$ cat src/rtl/anapad_pkg.sv
// Shared state encoding, timing defaults and index helpers for the resistive-tap sequencer.
package anapad_pkg;

  localparam int MAX_TAPS          = 8;
  localparam int DEF_NUM_TAPS      = 4;
  localparam int DEF_BBM_CYCLES    = 8;
  localparam int DEF_SETTLE_CYCLES = 16;

  typedef enum logic [1:0] {
    ST_OFF,
    ST_ON,
    ST_BREAK,
    ST_SETTLE
  } state_e;

  function automatic int tap_w(input int n);
    return (n > 2) ? $clog2(n) : 1;
  endfunction

  function automatic logic [MAX_TAPS-1:0] onehot(input logic [2:0] idx);
    logic [MAX_TAPS-1:0] v;
    v      = '0;
    v[idx] = 1'b1;
    return v;
  endfunction

endpackage

$ cat src/rtl/anapad_dwell_cnt.sv
// Loadable down-counter shared by the break and settle dwells; expire is high for the one
// cycle the count sits at 1, so the owner acts on the edge where the count reaches zero.
module anapad_dwell_cnt #(
  parameter int W = 5
) (
  input  logic         clk,
  input  logic         rst,
  input  logic         load,
  input  logic [W-1:0] value,
  output logic         expire
);

  logic [W-1:0] cnt_q, cnt_d;

  always_comb begin
    cnt_d = cnt_q;
    if (load) begin
      cnt_d = value;
    end else if (cnt_q != '0) begin
      cnt_d = cnt_q - 1'b1;
    end
  end

  always_ff @(posedge clk) begin
    if (rst) begin
      cnt_q <= '0;
    end else begin
      cnt_q <= cnt_d;
    end
  end

  assign expire = (cnt_q == W'(1));

endmodule

$ cat src/rtl/anapad_tap_seq.sv
// Break-before-make sequencer for the pad's resistive-tap switches: a captured request is acted
// on one edge after acceptance, and every switch stays open for the break dwell before any closes.
module anapad_tap_seq
  import anapad_pkg::*;
#(
  parameter int NUM_TAPS      = DEF_NUM_TAPS,
  parameter int BBM_CYCLES    = DEF_BBM_CYCLES,
  parameter int SETTLE_CYCLES = DEF_SETTLE_CYCLES
) (
  input  logic                        CLK,
  input  logic                        RST,
  input  logic                        REQ_VALID,
  output logic                        REQ_READY,
  input  logic                        REQ_OFF,
  input  logic [$clog2(NUM_TAPS)-1:0] REQ_TAP,
  output logic [NUM_TAPS-1:0]         SW_EN,
  output logic [$clog2(NUM_TAPS)-1:0] ACTIVE_TAP,
  output logic                        CONNECTED,
  output logic                        DONE,
  output logic                        ERR
);

  localparam int TW   = tap_w(NUM_TAPS);
  localparam int DMAX = (BBM_CYCLES > SETTLE_CYCLES) ? BBM_CYCLES : SETTLE_CYCLES;
  localparam int CW   = $clog2(DMAX + 1);

  state_e              state_q, state_d;
  logic [NUM_TAPS-1:0] sw_en_q, sw_en_d;
  logic [TW-1:0]       active_tap_q, active_tap_d;
  logic [TW-1:0]       req_tap_q, req_tap_d;
  logic                req_off_q, req_off_d;
  logic                pend_q, pend_d;
  logic                rdy_q, rdy_d;
  logic                connected_q, connected_d;
  logic                done_q, done_d;
  logic                err_q, err_d;

  logic                accept;
  logic                in_switch;
  logic                dwell_load;
  logic [CW-1:0]       dwell_val;
  logic                dwell_expire;

  function automatic logic tap_oob(input logic [TW-1:0] t);
    return int'(t) >= NUM_TAPS;
  endfunction

  assign accept = REQ_VALID & rdy_q;

  // Requests that will open the switches hold READY low from the acceptance edge onward.
  always_comb begin
    in_switch = 1'b0;
    if (REQ_OFF) begin
      in_switch = (state_q == ST_ON);
    end else if (!tap_oob(REQ_TAP)) begin
      in_switch = !((state_q == ST_ON) && (REQ_TAP == active_tap_q));
    end
  end

  always_comb begin
    state_d      = state_q;
    sw_en_d      = sw_en_q;
    active_tap_d = active_tap_q;
    req_tap_d    = req_tap_q;
    req_off_d    = req_off_q;
    pend_d       = 1'b0;
    rdy_d        = rdy_q;
    connected_d  = connected_q;
    done_d       = 1'b0;
    err_d        = 1'b0;
    dwell_load   = 1'b0;
    dwell_val    = '0;

    case (state_q)
      ST_OFF, ST_ON: begin
        if (pend_q) begin
          if (req_off_q) begin
            if (state_q == ST_ON) begin
              sw_en_d     = '0;
              connected_d = 1'b0;
              state_d     = ST_BREAK;
              dwell_load  = 1'b1;
              dwell_val   = CW'(BBM_CYCLES);
            end else begin
              done_d = 1'b1;
            end
          end else if (tap_oob(req_tap_q)) begin
            err_d = 1'b1;
          end else if ((state_q == ST_ON) && (req_tap_q == active_tap_q)) begin
            done_d = 1'b1;
          end else begin
            sw_en_d     = '0;
            connected_d = 1'b0;
            state_d     = ST_BREAK;
            dwell_load  = 1'b1;
            dwell_val   = CW'(BBM_CYCLES);
          end
        end
      end
      ST_BREAK: begin
        if (dwell_expire) begin
          if (req_off_q) begin
            state_d = ST_OFF;
            done_d  = 1'b1;
            rdy_d   = 1'b1;
          end else begin
            sw_en_d      = NUM_TAPS'(onehot(3'(req_tap_q)));
            active_tap_d = req_tap_q;
            state_d      = ST_SETTLE;
            dwell_load   = 1'b1;
            dwell_val    = CW'(SETTLE_CYCLES);
          end
        end
      end
      ST_SETTLE: begin
        if (dwell_expire) begin
          state_d     = ST_ON;
          connected_d = 1'b1;
          done_d      = 1'b1;
          rdy_d       = 1'b1;
        end
      end
      default: begin
        state_d     = ST_OFF;
        sw_en_d     = '0;
        connected_d = 1'b0;
        rdy_d       = 1'b1;
      end
    endcase

    if (accept) begin
      req_off_d = REQ_OFF;
      req_tap_d = REQ_TAP;
      pend_d    = 1'b1;
      rdy_d     = !in_switch;
    end
  end

  always_ff @(posedge CLK) begin
    if (RST) begin
      state_q      <= ST_OFF;
      sw_en_q      <= '0;
      active_tap_q <= '0;
      req_tap_q    <= '0;
      req_off_q    <= 1'b0;
      pend_q       <= 1'b0;
      rdy_q        <= 1'b1;
      connected_q  <= 1'b0;
      done_q       <= 1'b0;
      err_q        <= 1'b0;
    end else begin
      state_q      <= state_d;
      sw_en_q      <= sw_en_d;
      active_tap_q <= active_tap_d;
      req_tap_q    <= req_tap_d;
      req_off_q    <= req_off_d;
      pend_q       <= pend_d;
      rdy_q        <= rdy_d;
      connected_q  <= connected_d;
      done_q       <= done_d;
      err_q        <= err_d;
    end
  end

  anapad_dwell_cnt #(
    .W (CW)
  ) u_dwell (
    .clk    (CLK),
    .rst    (RST),
    .load   (dwell_load),
    .value  (dwell_val),
    .expire (dwell_expire)
  );

  assign REQ_READY  = rdy_q;
  assign SW_EN      = sw_en_q;
  assign ACTIVE_TAP = active_tap_q;
  assign CONNECTED  = connected_q;
  assign DONE       = done_q;
  assign ERR        = err_q;

endmodule

$ cat config.mk
export PLATFORM = sky130hd
export DESIGN_NAME = anapad_tap_seq
export DESIGN_NICKNAME = d
export VERILOG_FILES = /design/src/rtl/anapad_pkg.sv /design/src/rtl/anapad_dwell_cnt.sv /design/src/rtl/anapad_tap_seq.sv
export SDC_FILE = /design/constraint.sdc
export NUM_CORES = 1
export LEC_CHECK = 0
export CAP_MARGIN = 10
export CORE_AREA = 10 10 60 62
export CTS_CLUSTER_DIAMETER = 120
export DETAILED_ROUTE_END_ITERATION = 8
export DIE_AREA = 0 0 70 72
export GPL_TIMING_DRIVEN = 0
export PLACE_DENSITY = 0.62
export SYNTH_ARGS = -nofsm -noshare
export SYNTH_HDL_FRONTEND = slang
export SYNTH_SLANG_ARGS = --single-unit
$ cat constraint.sdc
create_clock -name CLK -period 4.3 [get_ports CLK]
set_input_delay 0.645 -clock CLK [delete_from_list [all_inputs] [get_ports CLK]]
set_output_delay 0.645 -clock CLK [all_outputs]
set_load 0.01 [all_outputs]
==> out/metrics.csv <==
metric,value,unit
largest buffer count on any clock path,2,
final total power,0.545,mW
worst setup path class,flip-flop to flip-flop,
number of cells on the worst hold path,2,
Max-Cap Viols,0,
CP startpoint kind,flip-flop,
Worst path max stage delay,480,ps
GR Util All Layers,8.09,%
Port Buffer Count,14,
ant diodes,0,
Avg WL per Cell,13.2,um
layout cell share with drive strength beyond 1,9.60,%
worst hold-check path type,flip-flop to flip-flop,
WHS,479,ps
DRT iter0 DRCs,35,
Mapped Area,985,um2
GP Congestion,0.725,
synth warn,0,
insertion delay to the later sink of the worst-skew pair,300,ps
synthesized instance count,107,
crit path time final,1960,ps
P&R area growth vs syn,21.7,%
IO Pins,16,
fill cell count,237,
Final Skew,1.69,ps
area of the core,2430,um2
vias in the first global route,805,
Root Buffer,clkbuf_4,
first-pass GRT wire length,3.50,mm
Worst Setup End Kind,flip-flop,
Starting Density,40.5,%
period utilisation layout,45.5,%
most frequent cells in the layout,"dfxtp_1, clkdlybuf4s50_1, a21oi_1, nand3_1",
largest net degree at the start of global routing,12,
total global routing overflow,0,
"Seq/Total Area, Yosys",40.7,%
fin nets,135,
Leakage,0.462,nW
max frequency,511,MHz
critical path arrival,2190,ps
row cnt,18,
drc violations,0,
"commonest non-fill, non-tap cell in the layout",dfxtp_1,
Pre-antenna DRT Iters,4,
"Critical Path, Cell by Cell",inv_1 -> ha_1 -> or4b_4 -> o2bb2ai_2 -> and3_1 -> buf_2 -> mux2i_1,
number of flops mapped to enable cells by yosys,0,
Unique masters post-synth,39,
setup violators final,0,
"Req. time, crit path",4540,ps
Post-CTS Resized,0,
half-perimeter wire length after placement,1.51,mm
crit path max fanout,8,
Final Hold Viols,0,
H-tree depth,1,
Die W,70,um
"flops & latches, synth",20,
Finished Core Util,49.3,%
vias per inst,5.23,
r2r worst-path depth,7,
die area,5040,um2
final WL,2.05,mm
clock-pin slew on the worst setup and hold paths,110,ps
max-slew violation count,0,
DR vias,810,
CTS Buf Count,3,
setup TNS,0,ps
"Top FF cell, synth",dfxtp_1,
status,finished clean,
Multi-input gate area,533,um2
post-CTS setup buffer count,0,
Max IR drop VDD,0.225,mV
DIE HEIGHT,72,um
register area,400,um2
CTS Hold Bufs,0,
TritonCTS Sinks,20,
initial antenna violation count,0,
RSZ-0062 raised after global routing,false,
Post-synth ARST share,0,%
slowest cell on the critical path,or4b_4,
pwr/cell area,455,nW/um2
antenna-violating nets left,0,
syn_area_per_cell,9.20,um2
CTS tree,done,
Syn Nets,116,
## cell families (layout without fill, tap and decap cells)
group	count (synthesis)	in the layout	share of synthesized area [%]
AND/OR/NAND/NOR	42	42	24.0
flip-flops	20	20	40.7
AO/OA/AOI/OAI	17	17	12.5
buffers and inverters	10	28	5.21
XOR/XNOR	7	7	6.23
multiplexers	7	7	7.24
adder cells (fa/ha/maj)	3	3	3.81
other	1	1	0.381
## cell usage after synthesis (all sizes together) (2+ instances only)
cell type / instances / area share (%)
ha: 3 / 3.8
and3: 2 / 1.3
a21oi: 8 / 4.4
mux2i: 6 / 6.1
inv: 4 / 1.5
buf: 5 / 3.3
nand2b: 5 / 3.2
or4b: 2 / 2.4
nor2: 6 / 2.3
nor3: 6 / 3.0
nand2: 5 / 1.9
xnor2: 6 / 5.3
nor2b: 2 / 1.3
nand3: 7 / 3.6
dfxtp: 20 / 41
nand3b: 2 / 1.5
## registers in the layout (all words and copies together), names as in the netlist
name           count
pend_q             1
u_dwell.cnt_q      5
req_off_q          1
DONE               1
SW_EN              4
state_q            2
REQ_READY          1
CONNECTED          1
req_tap_q          2
ACTIVE_TAP         2
## critical path, delay by kind of cell, from the launching register on
family / cells / cell delay (ps)
compound gates: 1 / 230
fa+ha+maj: 1 / 150
buf+inv: 2 / 310
flops: 1 / 340
mux: 1 / 210
simple gates: 2 / 650
## final cells by class
cell class                 count  area share (%)
multi-input combinational     77            44.5
sequential                    20            33.4
timing repair buffer          14            11.7
tap                           30            3.13
clock buffer                   4            3.03
buffer                         6            3.03
inverter                       4            1.25
## worst paths after layout
kind         slack [ps]              from  endpoint
min                 480          SW_EN[1]  SW_EN[1]
min reg2reg         480          SW_EN[1]  SW_EN[1]
max reg2reg        2340  u_dwell.cnt_q[1]  SW_EN[2]
max                2340  u_dwell.cnt_q[1]  SW_EN[2]
## stage by stage
| stage | setup slack [ps] | std cells | area, um2 |
|---|---|---|---|
| global route | 2200 | 155 | 1200 |
| global placement | 2270 | 151 | 1160 |
| floorplan | 2540 | 107 | 985 |
| detailed placement | 2220 | 151 | 1160 |
| CTS | 2330 | 155 | 1200 |
| finish | 2340 | 155 | 1200 |
## power by group
part	total [mW]	switching (mW)	internal (mW)	leakage, nW
logic	0.194	0.0933	0.101	0.278
registers	0.241	0.0283	0.213	0.164
clock network	0.110	0.0581	0.0516	0.0210
total	0.545	0.180	0.365	0.462
## layer usage
layer	vias to the layer above	global-route usage [%]	part of all wire, %
met5	-	0	0
met4	0	3.95	1.0
li1	409	-	-
met1	376	8.76	46
met3	4	2.18	4.4
met2	21	14.3	48
Power figures use the tool's default switching activity.
==> patch 1 (config.mk and constraints unchanged) <==
The package constant `DEF_SETTLE_CYCLES` goes from 16 to 32.
--- a/src/rtl/anapad_pkg.sv
+++ b/src/rtl/anapad_pkg.sv
@@ -4,7 +4,7 @@
   localparam int MAX_TAPS          = 8;
   localparam int DEF_NUM_TAPS      = 4;
   localparam int DEF_BBM_CYCLES    = 8;
-  localparam int DEF_SETTLE_CYCLES = 16;
+  localparam int DEF_SETTLE_CYCLES = 32;
 
   typedef enum logic [1:0] {
     ST_OFF,
Check against the original RTL: no difference found for any inputs over 10 cycles, from zero or initial values and one cycle with RST high; that may be too few to reach the edited logic, so the function may still have changed.
==> patch 1 against the unedited design <==
Utilization up 0.51 points; largest power group unchanged; sequential cell count increased by 1; total power grew 10%; wire length up 3.8%; first-iteration DRC count down 8.6%; critical path depth shrank 6; setup slack got worse by 35 ps; highest routed layer unchanged; non-clock buffer count fell by 3; design area up 1.0%; area after synthesis up 2.3%.
==> patch 1: results (changes against the unedited design) <==
- CP peak stage delay: 580 ps (+100 ps)
- Sequential share of the synthesized area: 0.417 (+0.0108)
- Max reg flops: 6 (+1)
- Status: finished clean
- Met2 Usage GRT: 0.147 (+0.00403)
- # nets final: 142 (+5.2%)
- Slowest CP cell: clkdlybuf4s50_1
- Total negative slack: 0 ps (unchanged)
- Setup ws final: 2310 ps (-35.0 ps)
- GRT Overall Usage: 0.0864 (+0.00549)
- Hold_ws: 476 ps (-3.61 ps)
- End of the worst hold path: SW_EN[3]
- Worst Path Arrival: 1350 ps (-840 ps)
- DP Worst Slack: 2170 ps (-46.0 ps)
- Critical Path End: REQ_READY
- Met3 GRT Util: 0.0367 (+0.0150)
- GPL Wtd Cong: 0.815 (+12%)
- Clock Path Buffers: 2 (unchanged)
- Worst Skew: 5.98 ps (+4.30 ps)
- Placed instance count: 158 (+4.6%)
- Reg2reg setup slack: 2480 ps (+140 ps)
- Maximum fanout along the worst path: 7 (-1)
- Adder-cell area share of the yosys netlist: 0.0373 (-0.000852)
- Crit path max-delay family: buffers and inverters
- Top cells by area, synth: dfxtp_1 42%, a21oi_1 5.0%, xnor2_1 4.3%
- Syn Inst Count: 114 (+6.5%)
- Met1 Use GR: 0.0951 (+0.00750)
- Layout fillers: 247 (+4.2%)
- Met3 WL: 97 um (+6.6%)
- Post-DR vias/cell: 5.17 (-1.0%)
- Vias post-DR: 838 (+3.5%)
- Xor/xnor share of the synthesized area: 0.0696 (+0.00730)
- Netlist cell types: 37 (-5.1%)
- Layout cells sized above 1: 0.0758 (-0.0202)
- Hold Path Stages: 1 (-1)
- Met1 WL: 992 um (+4.3%)
- Met2 WL: 1010 um (+3.0%)
- Crit path launch: REQ_READY
- Leakage: 0.465 nW (+0.51%)
- Routed Wire Length: 2120 um (+3.8%)
- HP Start: SW_EN[3]
- Crit Path Class: register to output port
- Placed cell areas: 1180 um2 (+1.9%)
- Post-synth top cells: 21 x dfxtp_1, 11 x nand2_1, 10 x a21oi_1
- First-pass GRT wire length: 3680 um (+5.1%)
- Multiplexer area fraction after synthesis: 0 (-0.0724)
- Number of global-route vias before repair: 822 (+2.1%)
- Compound-Gate Fraction of Synth Area: 0.215 (+0.0904)
- VDD IR max: 310 uV (+37%)
[patch 1: cell types whose count changed in the layout (fill, tap and decap cells not counted), sizes merged, moves of 3 or more]
cell,before,now
nand2,5,11
nand2b,5,2
o21ai,1,4
buf,5,1
mux2i,6,0
a211oi,0,3
[patch 1: cell type report]
class                   instances  area [um2]  share of cell area
inverters                       6        22.5              0.0186
plain buffers                   3        16.3              0.0134
clock buffers                   4        26.3              0.0217
flip-flops and latches         21         420               0.347
well taps                      30        37.5              0.0310
multi-input cells              84         548               0.452
repair buffers                 14         140               0.116
[patch 1: worst register-to-register path, cell delays in order (launching register included)]
cell	delay [ps]
dfxtp_1	340
inv_1	100
ha_1	180
nor4bb_1	490
nand2_1	250
nor3_1	270
a22o_1	160
[patch 1: report_power, final]
group / internal (mW) / total (mW) / switching (mW)
Combinational: 0.120 / 0.247 / 0.127
Clock: 0.0362 / 0.0942 / 0.0580
Sequential: 0.227 / 0.259 / 0.0324
==> patch 2 (same flow settings) <==
Made on the original files. Re-encode `state_e` (4 states) as one-hot, 4 bits wide.
--- a/src/rtl/anapad_pkg.sv
+++ b/src/rtl/anapad_pkg.sv
@@ -6,11 +6,11 @@
   localparam int DEF_BBM_CYCLES    = 8;
   localparam int DEF_SETTLE_CYCLES = 16;
 
-  typedef enum logic [1:0] {
-    ST_OFF,
-    ST_ON,
-    ST_BREAK,
-    ST_SETTLE
+  typedef enum logic [3:0] {
+    ST_OFF    = 4'b0001,
+    ST_ON     = 4'b0010,
+    ST_BREAK  = 4'b0100,
+    ST_SETTLE = 4'b1000
   } state_e;
 
   function automatic int tap_w(input int n);
Function: same outputs for any inputs over 10 cycles, from zero or initial values and one cycle with RST high; not proved beyond that.
==> patch 2 against the unedited design <==
Total power up 37%; global-route usage up 2.9 points; setup slack worse by 150 ps; design area up 23%; wire length up 36%; sequential cell count up 2; clock power up 45%; sequential power up 17%; area after synthesis up 28%; largest power group is now combinational logic; highest routed layer unchanged.
==> patch 2: results (changes against the unedited design) <==
- Slowest CP cell: o41ai_1
- Mapped Nets: 152 (+31%)
- Maximum fanout along the worst path: 10 (+2)
- DR WL/cell: 14.6 um (+11%)
- CP peak stage delay: 730 ps (+250 ps)
- Initial antenna violation count: 0 (unchanged)
- Post-DR vias/cell: 5.57 (+6.7%)
- GPL Wtd Cong: 0.923 (+27%)
- Largest net degree at the start of global routing: 14 (+2)
- R2R Path Start: state_q[0]
- Layout fillers: 223 (-5.9%)
- Post-DP HPWL: 2110 um (+40%)
- First-pass GRT wire length: 4820 um (+38%)
- Sequential share of the synthesized area: 0.351 (-0.0560)
- Status: finished clean
- Worst Skew: 1.81 ps (+0.125 ps)
- DP Worst Slack: 2250 ps (+34.9 ps)
- Buffers added on ports: 13 (-1)
- Leakage: 0.560 nW (+21%)
- Syn Inst Count: 143 (+34%)
- Worst Path Arrival: 2310 ps (+120 ps)
- # nets final: 170 (+26%)
- HP Start: SW_EN[0]
- Top cells by area, synth: dfxtp_1 35%, a21oi_1 5.2%, nand2_1 4.5%
- Crit path max-delay family: compound AO/OA/AOI/OAI gates
- Number of global-route vias before repair: 1,031 (+28%)
- Netlist cell types: 42 (+7.7%)
- Post-synth top cells: 22 x dfxtp_1, 15 x nand2_1, 13 x a21oi_1
patch 2: through the flow:
step	area [um2]	total power, mW
after global placement	1420	0.582
after detailed placement	1420	0.591
after CTS	1480	0.752
final	1480	0.749
after global routing	1480	0.799
after floorplan	1260	0.522
patch 2: layout make-up:
class	count	area, um2	share of cell area
buffer	8	60.1	0.0407
multi-input combinational	107	733	0.497
inverter	6	22.5	0.0153
tap	30	37.5	0.0254
clock inverter	1	30.0	0.0203
sequential	22	440	0.298
clock buffer	3	22.5	0.0153
timing repair buffer	13	130	0.0881
patch 2: worst register-to-register path: stages, from the launching register on:
cell      delay [ps]
dfxtp_1          390
clkbuf_1         350
inv_1            110
o41ai_1          730
nor2_1            90
a211oi_1         280
a21oi_1           60
patch 2: per-layer routing:
layer | up-vias | wire (um) | global-route usage
met3 | 4 | 116 | 0.0245
met4 | 0 | 27 | 0.0263
li1 | 548 | - | -
met1 | 489 | 1330 | 0.138
met5 | - | 0 | 0
met2 | 18 | 1310 | 0.184
patch 2: path summary, 6_finish.rpt:
check,end,slack [ps],depth (start not counted)
setup / recovery,REQ_READY,2200,6
hold / removal,SW_EN[0],490,2
setup reg to reg,REQ_READY,2200,6
hold reg to reg,SW_EN[0],490,2
patch 2: kinds of logic (layout without fill, tap and decap cells):
family / count (synthesis) / after routing / share of synthesized area
compound gates: 35 / 35 / 0.185
xor+xnor: 7 / 7 / 0.0488
fa+ha+maj: 3 / 3 / 0.0299
buf+inv: 14 / 31 / 0.0657
flops: 22 / 22 / 0.351
mux: 5 / 5 / 0.0408
other cells: 1 / 1 / 0.00299
simple gates: 56 / 56 / 0.276
patch 2: where the power goes:
group,internal [mW],switching (mW)
Sequential,0.239,0.0418
Clock,0.0942,0.0644
Combinational,0.132,0.178
Total,0.465,0.284
